$ cat src/rtl/apu_voices.sv
// Multi-voice audio unit: per-voice LFSR noise or line-rate square wave, decaying envelope,
// PWM amplitude gating, popcount mixer and first-order delta-sigma 1-bit output.
module apu_voices #(
    parameter int unsigned NUM_VOICES = 4,
    parameter int unsigned LINE_DIV   = 3,
    localparam int unsigned MIX_W     = $clog2(NUM_VOICES + 1)
) (
    input  logic                    clk,
    input  logic                    reset,
    input  logic [9:0]              pix_x,
    input  logic [9:0]              pix_y,
    input  logic [NUM_VOICES-1:0]   trigger,
    input  logic [NUM_VOICES-1:0]   mode,
    input  logic [8*NUM_VOICES-1:0] pitch,
    input  logic [3*NUM_VOICES-1:0] decay,
    output logic [NUM_VOICES-1:0]   active,
    output logic [MIX_W-1:0]        mix,
    output logic                    sound
);

    localparam logic [2:0]     DivLast  = 3'(LINE_DIV - 1);
    localparam logic [MIX_W:0] NvThresh = (MIX_W + 1)'(NUM_VOICES);

    logic line_tick;
    logic frame_tick;

    logic [15:0] lfsr_q, lfsr_d;
    logic [2:0]  div_q, div_d;
    logic [4:0]  pwm_q, pwm_d;

    logic [NUM_VOICES-1:0] trig_q;
    logic [NUM_VOICES-1:0] trig_edge;
    logic [NUM_VOICES-1:0] noise_q, noise_d;
    logic [NUM_VOICES-1:0] sq_q, sq_d;
    logic [NUM_VOICES-1:0] wave;
    logic [NUM_VOICES-1:0] voice_out_q, voice_out_d;

    logic [4:0] level_q   [NUM_VOICES];
    logic [4:0] level_d   [NUM_VOICES];
    logic [2:0] env_div_q [NUM_VOICES];
    logic [2:0] env_div_d [NUM_VOICES];
    logic [7:0] sq_cnt_q  [NUM_VOICES];
    logic [7:0] sq_cnt_d  [NUM_VOICES];

    logic [MIX_W-1:0] mix_q, mix_d;
    logic [MIX_W:0]   acc_q, acc_d;
    logic [MIX_W:0]   sum;
    logic             sound_q, sound_d;

    assign line_tick  = (pix_x == 10'd0);
    assign frame_tick = line_tick && (pix_y == 10'd0);
    assign trig_edge  = trigger & ~trig_q;

    // Noise source and the line divider that paces noise sample updates.
    always_comb begin
        lfsr_d  = {lfsr_q[0] ^ lfsr_q[2] ^ lfsr_q[3] ^ lfsr_q[5], lfsr_q[15:1]};
        div_d   = div_q;
        noise_d = noise_q;
        if (line_tick) begin
            if (div_q == DivLast) begin
                div_d   = 3'd0;
                noise_d = lfsr_q[NUM_VOICES-1:0];
            end else begin
                div_d = div_q + 3'd1;
            end
        end
    end

    // Per-voice envelope and square generator; a trigger edge overrides any tick.
    always_comb begin
        sq_d = sq_q;
        for (int v = 0; v < NUM_VOICES; v++) begin
            level_d[v]   = level_q[v];
            env_div_d[v] = env_div_q[v];
            sq_cnt_d[v]  = sq_cnt_q[v];
            if (trig_edge[v]) begin
                level_d[v]   = 5'd31;
                env_div_d[v] = 3'd0;
                sq_cnt_d[v]  = 8'd0;
                sq_d[v]      = 1'b0;
            end else if (level_q[v] != 5'd0) begin
                if (frame_tick) begin
                    if (env_div_q[v] == decay[3*v +: 3]) begin
                        level_d[v]   = level_q[v] - 5'd1;
                        env_div_d[v] = 3'd0;
                    end else begin
                        env_div_d[v] = env_div_q[v] + 3'd1;
                    end
                end
                if (line_tick) begin
                    if (sq_cnt_q[v] == pitch[8*v +: 8]) begin
                        sq_d[v]     = ~sq_q[v];
                        sq_cnt_d[v] = 8'd0;
                    end else begin
                        sq_cnt_d[v] = sq_cnt_q[v] + 8'd1;
                    end
                end
            end
        end
    end

    // Mode is applied live so a mid-note change is heard immediately.
    assign wave = (mode & sq_q) | (~mode & noise_q);

    always_comb begin
        pwm_d       = pwm_q + 5'd1;
        voice_out_d = '0;
        active      = '0;
        for (int v = 0; v < NUM_VOICES; v++) begin
            active[v]      = (level_q[v] != 5'd0);
            voice_out_d[v] = active[v] && wave[v] && (pwm_q < level_q[v]);
        end
    end

    always_comb begin
        mix_d = '0;
        for (int v = 0; v < NUM_VOICES; v++) begin
            mix_d = mix_d + MIX_W'(voice_out_q[v]);
        end
        // acc stays below NUM_VOICES, so one extra bit holds acc + mix.
        sum = acc_q + {1'b0, mix_q};
        if (sum >= NvThresh) begin
            sound_d = 1'b1;
            acc_d   = sum - NvThresh;
        end else begin
            sound_d = 1'b0;
            acc_d   = sum;
        end
    end

    always_ff @(posedge clk) begin
        if (reset) begin
            lfsr_q      <= 16'hACE1;
            div_q       <= 3'd0;
            pwm_q       <= 5'd0;
            trig_q      <= '0;
            noise_q     <= '0;
            sq_q        <= '0;
            voice_out_q <= '0;
            mix_q       <= '0;
            acc_q       <= '0;
            sound_q     <= 1'b0;
            for (int v = 0; v < NUM_VOICES; v++) begin
                level_q[v]   <= 5'd0;
                env_div_q[v] <= 3'd0;
                sq_cnt_q[v]  <= 8'd0;
            end
        end else begin
            lfsr_q      <= lfsr_d;
            div_q       <= div_d;
            pwm_q       <= pwm_d;
            trig_q      <= trigger;
            noise_q     <= noise_d;
            sq_q        <= sq_d;
            voice_out_q <= voice_out_d;
            mix_q       <= mix_d;
            acc_q       <= acc_d;
            sound_q     <= sound_d;
            for (int v = 0; v < NUM_VOICES; v++) begin
                level_q[v]   <= level_d[v];
                env_div_q[v] <= env_div_d[v];
                sq_cnt_q[v]  <= sq_cnt_d[v];
            end
        end
    end

    assign mix   = mix_q;
    assign sound = sound_q;

endmodule

$ cat config.mk
export PLATFORM = sky130hd
export DESIGN_NAME = apu_voices
export DESIGN_NICKNAME = d
export VERILOG_FILES = /design/src/rtl/apu_voices.sv
export SDC_FILE = /design/constraint.sdc
export NUM_CORES = 1
export LEC_CHECK = 0
export ABC_AREA = 1
export BUFFER_PORTS_ARGS = -buffer_cell sky130_fd_sc_hd__buf_2
export CORE_ASPECT_RATIO = 1.4
export CORE_UTILIZATION = 60
export CTS_BUF_LIST = sky130_fd_sc_hd__clkbuf_8
export DETAILED_ROUTE_END_ITERATION = 8
export PLACE_DENSITY = 0.82
export SLEW_MARGIN = 20
export SYNTH_ARGS = -nofsm -noshare
export SYNTH_HDL_FRONTEND = slang
export SYNTH_SLANG_ARGS = --single-unit
export TNS_END_PERCENT = 5
$ cat constraint.sdc
create_clock -name clk -period 4.1 [get_ports clk]
set_clock_uncertainty 0.1 [all_clocks]
set_input_delay 0.205 -clock clk [delete_from_list [all_inputs] [get_ports clk]]
set_output_delay 0.205 -clock clk [all_outputs]
set_load 0.005 [all_outputs]
# Yosys cells after proc, flatten, opt, wreduce, memory -nomap -nowiden
# Memory sizes are Yosys's and may differ from the RTL's.
# Cells that the tools add are included.
word_totals:
  ff_bits: 48
  latch_bits: 0
  ramBits: 64
  romBits: 0
  in_bits: 74
  out_inout_bits: 8
  elab_cells: 164
  memories: 3
mem_list:
  columns: ["name", "words", "width", "rd", "rd_ports_with_merged_regs", "write_ports", "line_no", "text"]
  rows:
  - ["sq_cnt_q", 4, 8, 4, 0, 4, "42", "logic [7:0] sq_cnt_q [NUM_VOICES];"]
  - ["level_q", 4, 5, 4, 0, 4, "38", "logic [4:0] level_q [NUM_VOICES];"]
  - ["env_div_q", 4, 3, 4, 0, 4, "40", "logic [2:0] env_div_q [NUM_VOICES];"]
op_classes:
  addsub: 19
  multipliers: 0
  n_div: 0
  magnitude_cmp: 5
  eq_ne: 9
  shift: 0
  muxes: 66
  bitwise_logic: 25
  n_reduce_logical: 24
op_table:
  columns: ["operator", "count"]
  rows:
  - ["$mux W8", 20]
  - ["$mux W5", 20]
  - ["$mux W3", 21]
  - ["$add A8 B1 Y8 const B", 4]
  - ["$eq A8 B8 Y1", 4]
  - ["$logic_not A10 Y1", 2]
  - ["$lt A5 B5 Y1", 4]
  - ["$reduce_bool A5 Y1", 4]
  - ["$sub A5 B1 Y5 const B", 4]
  - ["$add A3 B1 Y3 const B", 5]
  - ["$and A4 B4 Y4", 3]
  - ["$eq A3 B3 Y1", 4]
  - ["$or A1 B1 Y1", 12]
  - ["$reduce_and A3 Y1", 4]
  - ["$logic_and A1 B1 Y1", 9]
  - ["$not A4 Y4", 2]
  - ["$reduce_or A2 Y1", 4]
  - ["$add A5 B1 Y5 const B", 1]
  - ["$add A4 B3 Y4", 1]
  - ["$ge A4 B3 Y1 const B", 1]
  - ["$mux W1", 4]
  - ["$mux W4", 1]
  - ["$not A1 Y1", 4]
  - ["$or A4 B4 Y4", 1]
  - ["other kinds (7)", 9]

# Longest topological paths before layout
# Gate-level depths: netlist (run 1).
logic_depth:
  ltp_word: 6
  mapped_depth: 11
  ltp_nobuf: 11

# Least setup slack after synthesis (run 1)
# No wires, ideal clock.
synth_path:
  path_kind: "register -> register"
  startpoint: "reg voice_out_q[0]"
  endpoint: "reg mix_q[1], in the netlist mix[1]"
  setup_ns: 0.128
  t_arrival_ns: 1.383
  required_time_ns: 3.872
  setup_slack_ns: 2.490
  stages_incl_launch_ff: 8
  n_path_buf: 0
  period_less_slack_ns: 1.610
  cell_sequence: "dfxtp_1 -> inv_1 -> fa_1 -> inv_1 -> ha_1 -> ha_1 -> inv_1 -> nor2_1"
synth_between:
  elab_chain_len: 3
synth_lines:
  columns: ["item", "line_no", "text"]
  rows:
  - ["start: declaration", "36", "logic [NUM_VOICES-1:0] voice_out_q, voice_out_d;"]
  - ["start signal: assignment", "155", "voice_out_q <= voice_out_d;"]
  - ["$add A1 B1 Y2", "118", "mix_d = mix_d + MIX_W'(voice_out_q[v]);"]
  - ["$add A2 B1 Y3", "118", null]
  - ["$add A3 B1 Y3", "118", null]
  - ["named net mix_d[1]", "45", "logic [MIX_W-1:0] mix_q, mix_d;"]
  - ["end signal: assignment", "156", "mix_q <= mix_d;"]
  - ["end: declaration", "45", null]
# The timed path passes the listed nets, and every way through them passes these cells.
# A chain may end at the register's enable or synchronous reset.

==> impl_metrics.env, run 1 <==
export IMPL_status="complete, no violations"
export IMPL_final_setup_viol_count=0
export IMPL_crit_path_end_kind="primary output"
export IMPL_cts_root_buf="clkbuf_8"
export IMPL_avgSynthCellArea_um2=7.201
export IMPL_grt_use_total=0.2477
export IMPL_dp_slack_ns=2.369
export IMPL_synthToLayoutAreaGrowth_pct=13.00
export IMPL_coreArea_mm2=0.01001
export IMPL_hp_class="in2reg"
export IMPL_yosysTopAreaCellShare=0.3600
export IMPL_setup_tns_final_ns=0
export IMPL_grt_pass1_wl_um=21160
export IMPL_dieArea_mm2=0.01080
export IMPL_ys_warn_count=0
export IMPL_synth_async_reset_ratio=0
export IMPL_drt_iter0_drc=220
export IMPL_wl_um=12530
export IMPL_cp_max_fo=4
export IMPL_worstMarginPinSlew_ns=0.6237
export IMPL_vias_per_cell=5.044
export IMPL_cts_tree="done"
export IMPL_synth_nets=975
export IMPL_grt_max_degree=32
export IMPL_min_from="mode[1]"
export IMPL_syn_inst=865
export IMPL_cts_made_buffers=9
export IMPL_leakage_nw=3.351
export IMPL_critPathArrivalTime_ns=1.50
export IMPL_ys_seq_area_frac=0.3600
export IMPL_final_util=0.7033
export IMPL_die_h_um=122.6
export IMPL_worstPathRequired_ns=3.80
export IMPL_clock_sinks=112
export IMPL_layout_setup_ws_ns=2.297
export IMPL_rsz0062_at_grt="false"
export IMPL_hold_end="voice_out_q[1]$_SDFF_PP0_"
export IMPL_hpwlAfterDp_um=9598
export IMPL_num_vias=5513
export IMPL_chipWidth_um=88.11
export IMPL_ys_types=34
export IMPL_synth_ff_type="dfxtp_1"
export IMPL_yosysTopAreaCell="dfxtp_1"
export IMPL_clkLatencyLatePin_ns=0.39
export IMPL_peakVddDrop_v=0.0002247
export IMPL_reg2reg_from="level_q[1][0]$_SDFFE_PP0P_"
export IMPL_synth_edf_count=0
export IMPL_r2r_setup_slack_ns=2.33
export IMPL_ys_seq_elements=112
export IMPL_fillers=886
export IMPL_cap_violations=0
export IMPL_finalCriticalPeriod_ns=1.803
export IMPL_start_util=0.6224
export IMPL_drc=0
export IMPL_wl_per_cell_um=11.46
export IMPL_final_nets=1063
export IMPL_grt_ovfl_total=0
export IMPL_r2r_cells=10
export IMPL_rows=43
export IMPL_final_antenna_net_count=0
export IMPL_io_buffers=81
export IMPL_drtPass1Iterations=5
export IMPL_post_route_period_util=0.4398
export IMPL_relSlewSlack=0.5837
export IMPL_htree_levels=3
export IMPL_grt_pass1_vias=5111
export IMPL_crit_path_start_kind="flip-flop"
export IMPL_fmax_ghz=0.5546
export IMPL_gp_congestion=0.8916
export IMPL_layout_drive_gt1_share=0.1503
export IMPL_worstSetupPathType="reg2out"
export IMPL_path_clk_slew_ns=0.11
export IMPL_power_density_mw_per_mm2=307.1
export IMPL_p_total_w=0.002162
export IMPL_finalNonFillerCells=1093
export IMPL_numPlacedInstances=1073
export IMPL_cts_path_max_buffers=2
export IMPL_synth_area_mm2=0.006228
export IMPL_r2r_end="sq_cnt_q[1][0]$_SDFFE_PP0P_"
export IMPL_hold_violations=0
export IMPL_antenna_found_initial=0
export IMPL_post_cts_buffers=0
export IMPL_io_pins=82
export IMPL_hold_path_depth=4
export IMPL_num_antenna_cells=0
export IMPL_slew_violations=0
export IMPL_ys_top_cells_by_area="dfxtp_1 36%, nand2_1 9.9%, nor2_1 7.7%, inv_1 7.2%, ha_1 6.8%"
## cell families after synthesis
group                      Yosys count  synth area share
adders and majority gates           36           0.07473
and+or+nand+nor                    430            0.3192
AOI/OAI and AO/OA                   91           0.07874
buffers and inverters              136           0.08276
muxes                                1          0.001607
xor gates and xnor gates            59           0.08297
DFF                                112            0.3600
## Yosys cell counts (3+ instances only)
master and number:
a21oi_1 56, nor2_1 127, nand3b_1 5, nand2_2 8, inv_1 119, dfxtp_1 112, nand4_1 20, nor3_1 14
ha_1 34, xor2_1 34, o21ai_0 21, o221ai_1 4, nand3_1 58, o31ai_1 3, nand2_4 7, nor2_2 3
nand2_1 165, o211ai_1 3, clkbuf_1 7, xnor2_1 25, clkinv_1 3, inv_2 4, or2_2 13, nor2_4 4
## repair_timing
| action | CTS | global route |
|---|---|---|
| resized for setup | 0 | 0 |
| hold buffers | 4 | 0 |
| endpoints found under the hold margin | 4 | 0 |
## final cells by class
| class | instances | area (µm²) | area share |
|---|---|---|---|
| Multi-Input combinational cell | 617 | 3471 | 0.4932 |
| Sequential cell | 112 | 2242 | 0.3186 |
| Inverter | 127 | 479.2 | 0.06809 |
| Timing Repair Buffer | 86 | 452.9 | 0.06436 |
| Tap cell | 135 | 168.9 | 0.02400 |
| Clock buffer | 9 | 123.9 | 0.01760 |
| Clock inverter | 7 | 100.1 | 0.01422 |
## per-stage QoR
| stage | cell area, µm² | hold slack (ns) |
|---|---|---|
| after floorplan | 6228 | 0.2299 |
| after global placement | 6774 | 0.2902 |
| after detailed placement | 6774 | 0.2977 |
| after CTS | 7038 | 0.05112 |
| after global routing | 7038 | 0.07909 |
| final | 7038 | 0.06101 |
## state kept, by name, summed over array words and instances, names as in the netlist, 4 cells and up
signal and cells:
voice_out_q 4, lfsr_q 16, noise_q 4, sq_cnt_q 32
pwm_q 5, env_div_q 12, sq_q 4, level_q 20
acc_q 4, trig_q 4
## worst max-delay path by stage
stage,from,endpoint,depth (start not counted)
finish,level_q[1][0]$_SDFFE_PP0P_,active[1],6
global route,level_q[1][0]$_SDFFE_PP0P_,level_q[1][4]$_SDFFE_PP0P_,10
CTS,level_q[1][0]$_SDFFE_PP0P_,active[1],6
detailed placement,level_q[1][0]$_SDFFE_PP0P_,level_q[1][4]$_SDFFE_PP0P_,10
global placement,pix_y[3],level_q[3][3]$_SDFFE_PP0P_,9
floorplan,voice_out_q[0]$_SDFF_PP0_,mix[1]$_SDFF_PP0_,7
## report_power, final
group	switching (W)	leakage, nW	internal (W)
logic	0.000155	2.32	0.000119
registers	0.0000246	0.914	0.00112
clock network	0.000391	0.115	0.000351
## placed cells by master, fill, tap and decap left out, drive strengths merged
cell type    instances
nand2              180
fa                   2
ha                  34
nor3                14
buf                 82
o31ai                3
dlygate4sd3          4
clkbuf               9
dfxtp              112
nand4               20
a21o                 2
clkinv               5
inv                127
mux2i                1
a21oi               56
o21ai               23
nand3b               5
o211ai               3
bufinv               2
nor2               136
xor2                34
o221ai               4
or2                 13
nand3               62
xnor2               25
## critical path: stages (launching register included)
cell     delay (ns)
dfxtp_1        0.38
inv_1          0.09
ha_1           0.22
nand2_1        0.09
nor2_1         0.06
inv_1          0.13
buf_2          0.14
## routing by layer
metal,routed length (µm),GRT usage,up-vias,part of all wire
li1,-,-,2929,-
met1,5505,0.2835,2473,0.44
met2,6367,0.4535,95,0.51
met3,415,0.03564,16,0.033
met4,237,0.1018,0,0.019
met5,0,0,-,0
Power figures use the tool's default switching activity.
==> run 2: changes to the inputs <==
==> constraint.sdc (replaced) <==
create_clock -name clk -period 1.7 [get_ports clk]
set_clock_uncertainty 0.1 [all_clocks]
set_input_delay 0.085 -clock clk [delete_from_list [all_inputs] [get_ports clk]]
set_output_delay 0.085 -clock clk [all_outputs]
set_load 0.005 [all_outputs]
==> run 2 against run 1 <==
Highest routed layer unchanged. Die area is the same. Non-clock buffer count grew 28. Critical path type is now reg2reg. Critical endpoint is now level_q[1][2]$_SDFFE_PP0P_. Sequential share of layout area shrank 1.2 points. Sequential power grew 140%. Wire length grew 4.3%.
==> impl_metrics.env, run 2 (synthesized netlist as in run 1, its figures left out) <==
export IMPL_status="complete, no violations"
export IMPL_top_register="sq_cnt_q"
export IMPL_final_setup_viol_count=0
export IMPL_mostFrequentLayoutCells="162 x nand2_1, 120 x nor2_1, 113 x inv_1"
export IMPL_wl_um=13070
export IMPL_num_vias=5735
export IMPL_cts_tree="done"
export IMPL_antenna_found_initial=0
export IMPL_slew_violations=0
export IMPL_largest_reg_flops=32
export IMPL_placed_area_mm2=0.006887
export IMPL_die_h_um=122.6
export IMPL_post_route_period_util=0.9852
export IMPL_dieArea_mm2=0.01080
export IMPL_final_nets=1091
export IMPL_grt_pass1_vias=5192
export IMPL_gp_congestion=0.8500
export IMPL_final_common_cell="nand2_1"
export IMPL_power_density_mw_per_mm2=694.0
export IMPL_chipWidth_um=88.11
export IMPL_p_total_w=0.005091
export IMPL_layout_drive_gt1_share=0.2018
export IMPL_cap_violations=0
export IMPL_wl_per_cell_um=11.66
export IMPL_worstSetupPathType="reg2reg"
export IMPL_setup_tns_final_ns=0
export IMPL_clock_sinks=112
export IMPL_cts_path_max_buffers=2
export IMPL_io_buffers=81
export IMPL_coreArea_mm2=0.01001
export IMPL_hp_class="in2reg"
export IMPL_use_met1=0.2779
export IMPL_cts_made_buffers=9
export IMPL_grtUsageMet2=0.4549
export IMPL_crit_path_start_kind="flip-flop"
export IMPL_leakage_nw=3.491
export IMPL_peakVddDrop_v=0.0005620
export IMPL_vias_per_cell=5.116
export IMPL_clkLatencyLatePin_ns=0.38
export IMPL_cts_root_buf="clkbuf_8"
export IMPL_worstPathRequired_ns=1.87
export IMPL_drc=0
export IMPL_cp_max_fo=7
export IMPL_largestRegisters="sq_cnt_q (32), level_q (20), lfsr_q (16)"
export IMPL_grt_max_degree=29
export IMPL_grt_use_total=0.2450
export IMPL_r2r_setup_slack_ns=0.03
export IMPL_stdcell_area_mm2=0.007336
export IMPL_crit_path_end_kind="flip-flop"
export IMPL_finalCriticalPeriod_ns=1.675
export IMPL_rows=43
export IMPL_start_util=0.6224
export IMPL_rsz0062_at_grt="true"
export IMPL_final_antenna_net_count=0
export IMPL_htree_levels=3
export IMPL_io_pins=82
export IMPL_grt_ovfl_total=0
export IMPL_grt_pass1_wl_um=21150
export IMPL_fmax_ghz=0.5971
export IMPL_hold_violations=0
export IMPL_worstMarginPinSlew_ns=0.6061
export IMPL_grt_use_met3=0.03833
export IMPL_path_clk_slew_ns=0.11
export IMPL_globalRoute_busiestLayer="met2"
export IMPL_drt_iter0_drc=290
export IMPL_hpwlAfterDp_um=9849
export IMPL_critPathArrivalTime_ns=1.84
export IMPL_synthToLayoutAreaGrowth_pct=17.78
export IMPL_relSlewSlack=0.5955
export IMPL_drtPass1Iterations=5
export IMPL_num_antenna_cells=0
-- run 2: metrics by stage --
stage / setup slack, ns / utilization / hold slack (ns) / instances
after floorplan: 0.08965 / - / 0.1099 / 865
after global placement: 0.06872 / 0.6882 / 0.1985 / 1088
after detailed placement: 0.006944 / 0.6882 / 0.2113 / 1088
after CTS: 0.005743 / 0.7197 / 0.001284 / 1116
after global routing: -0.03591 / 0.7331 / 0.005256 / 1121
final: 0.02518 / 0.7331 / 0.002075 / 1121
-- run 2: power breakdown --
part	switching, W	internal [W]	total (W)
sequential	0.0000576	0.00271	0.00276
clock	0.000990	0.000583	0.00157
combinational	0.000411	0.000342	0.000753
total	0.00146	0.00363	0.00509
-- run 2: path summary, 6_finish.rpt --
path                                            startpoint                    endpoint  depth (start not counted)
worst min-delay path                                 reset         pwm_q[0]$_SDFF_PP0_                          2
worst min register to register        lfsr_q[4]$_SDFF_PP0_        lfsr_q[3]$_SDFF_PP0_                          2
worst max register to register  level_q[1][0]$_SDFFE_PP0P_  level_q[1][2]$_SDFFE_PP0P_                         10
worst max-delay path            level_q[1][0]$_SDFFE_PP0P_  level_q[1][2]$_SDFFE_PP0P_                         10
-- run 2: worst max-delay path: stages, from the launching register on --
cell and delay, ns:
dfxtp_2 0.37, inv_2 0.06, ha_4 0.15, nand2_2 0.10, nor2_4 0.04, inv_2 0.08
nand2_4 0.09, nor2_4 0.17, nand2_4 0.09, o21ai_0 0.24, nor2_1 0.06
-- run 2: layout make-up --
cell class | instances | area [µm²]
Clock buffer | 9 | 123.9
Clock inverter | 7 | 73.82
Fill cell | 831 | 2671
Inverter | 127 | 481.7
Multi-Input combinational cell | 617 | 3563
Sequential cell | 112 | 2251
Tap cell | 135 | 168.9
Timing Repair Buffer | 114 | 673.1
-- run 2: repair_timing --
action / 4_1_cts / 5_1_grt
resized for setup: 7 / 33
pin swaps: 2 / 10
endpoints found under the setup margin: 5 / 52
hold endpoints to repair: 8 / 0
hold buffers: 8 / 0
setup buffers: 4 / 5
-- run 2: metal layers --
layer / vias up / routed length (µm) / share of wire
met2: 125 / 6806 / 0.52
li1: 2978 / - / -
met3: 24 / 481 / 0.037
met4: 0 / 244 / 0.019
met1: 2608 / 5537 / 0.42
met5: - / 0 / 0
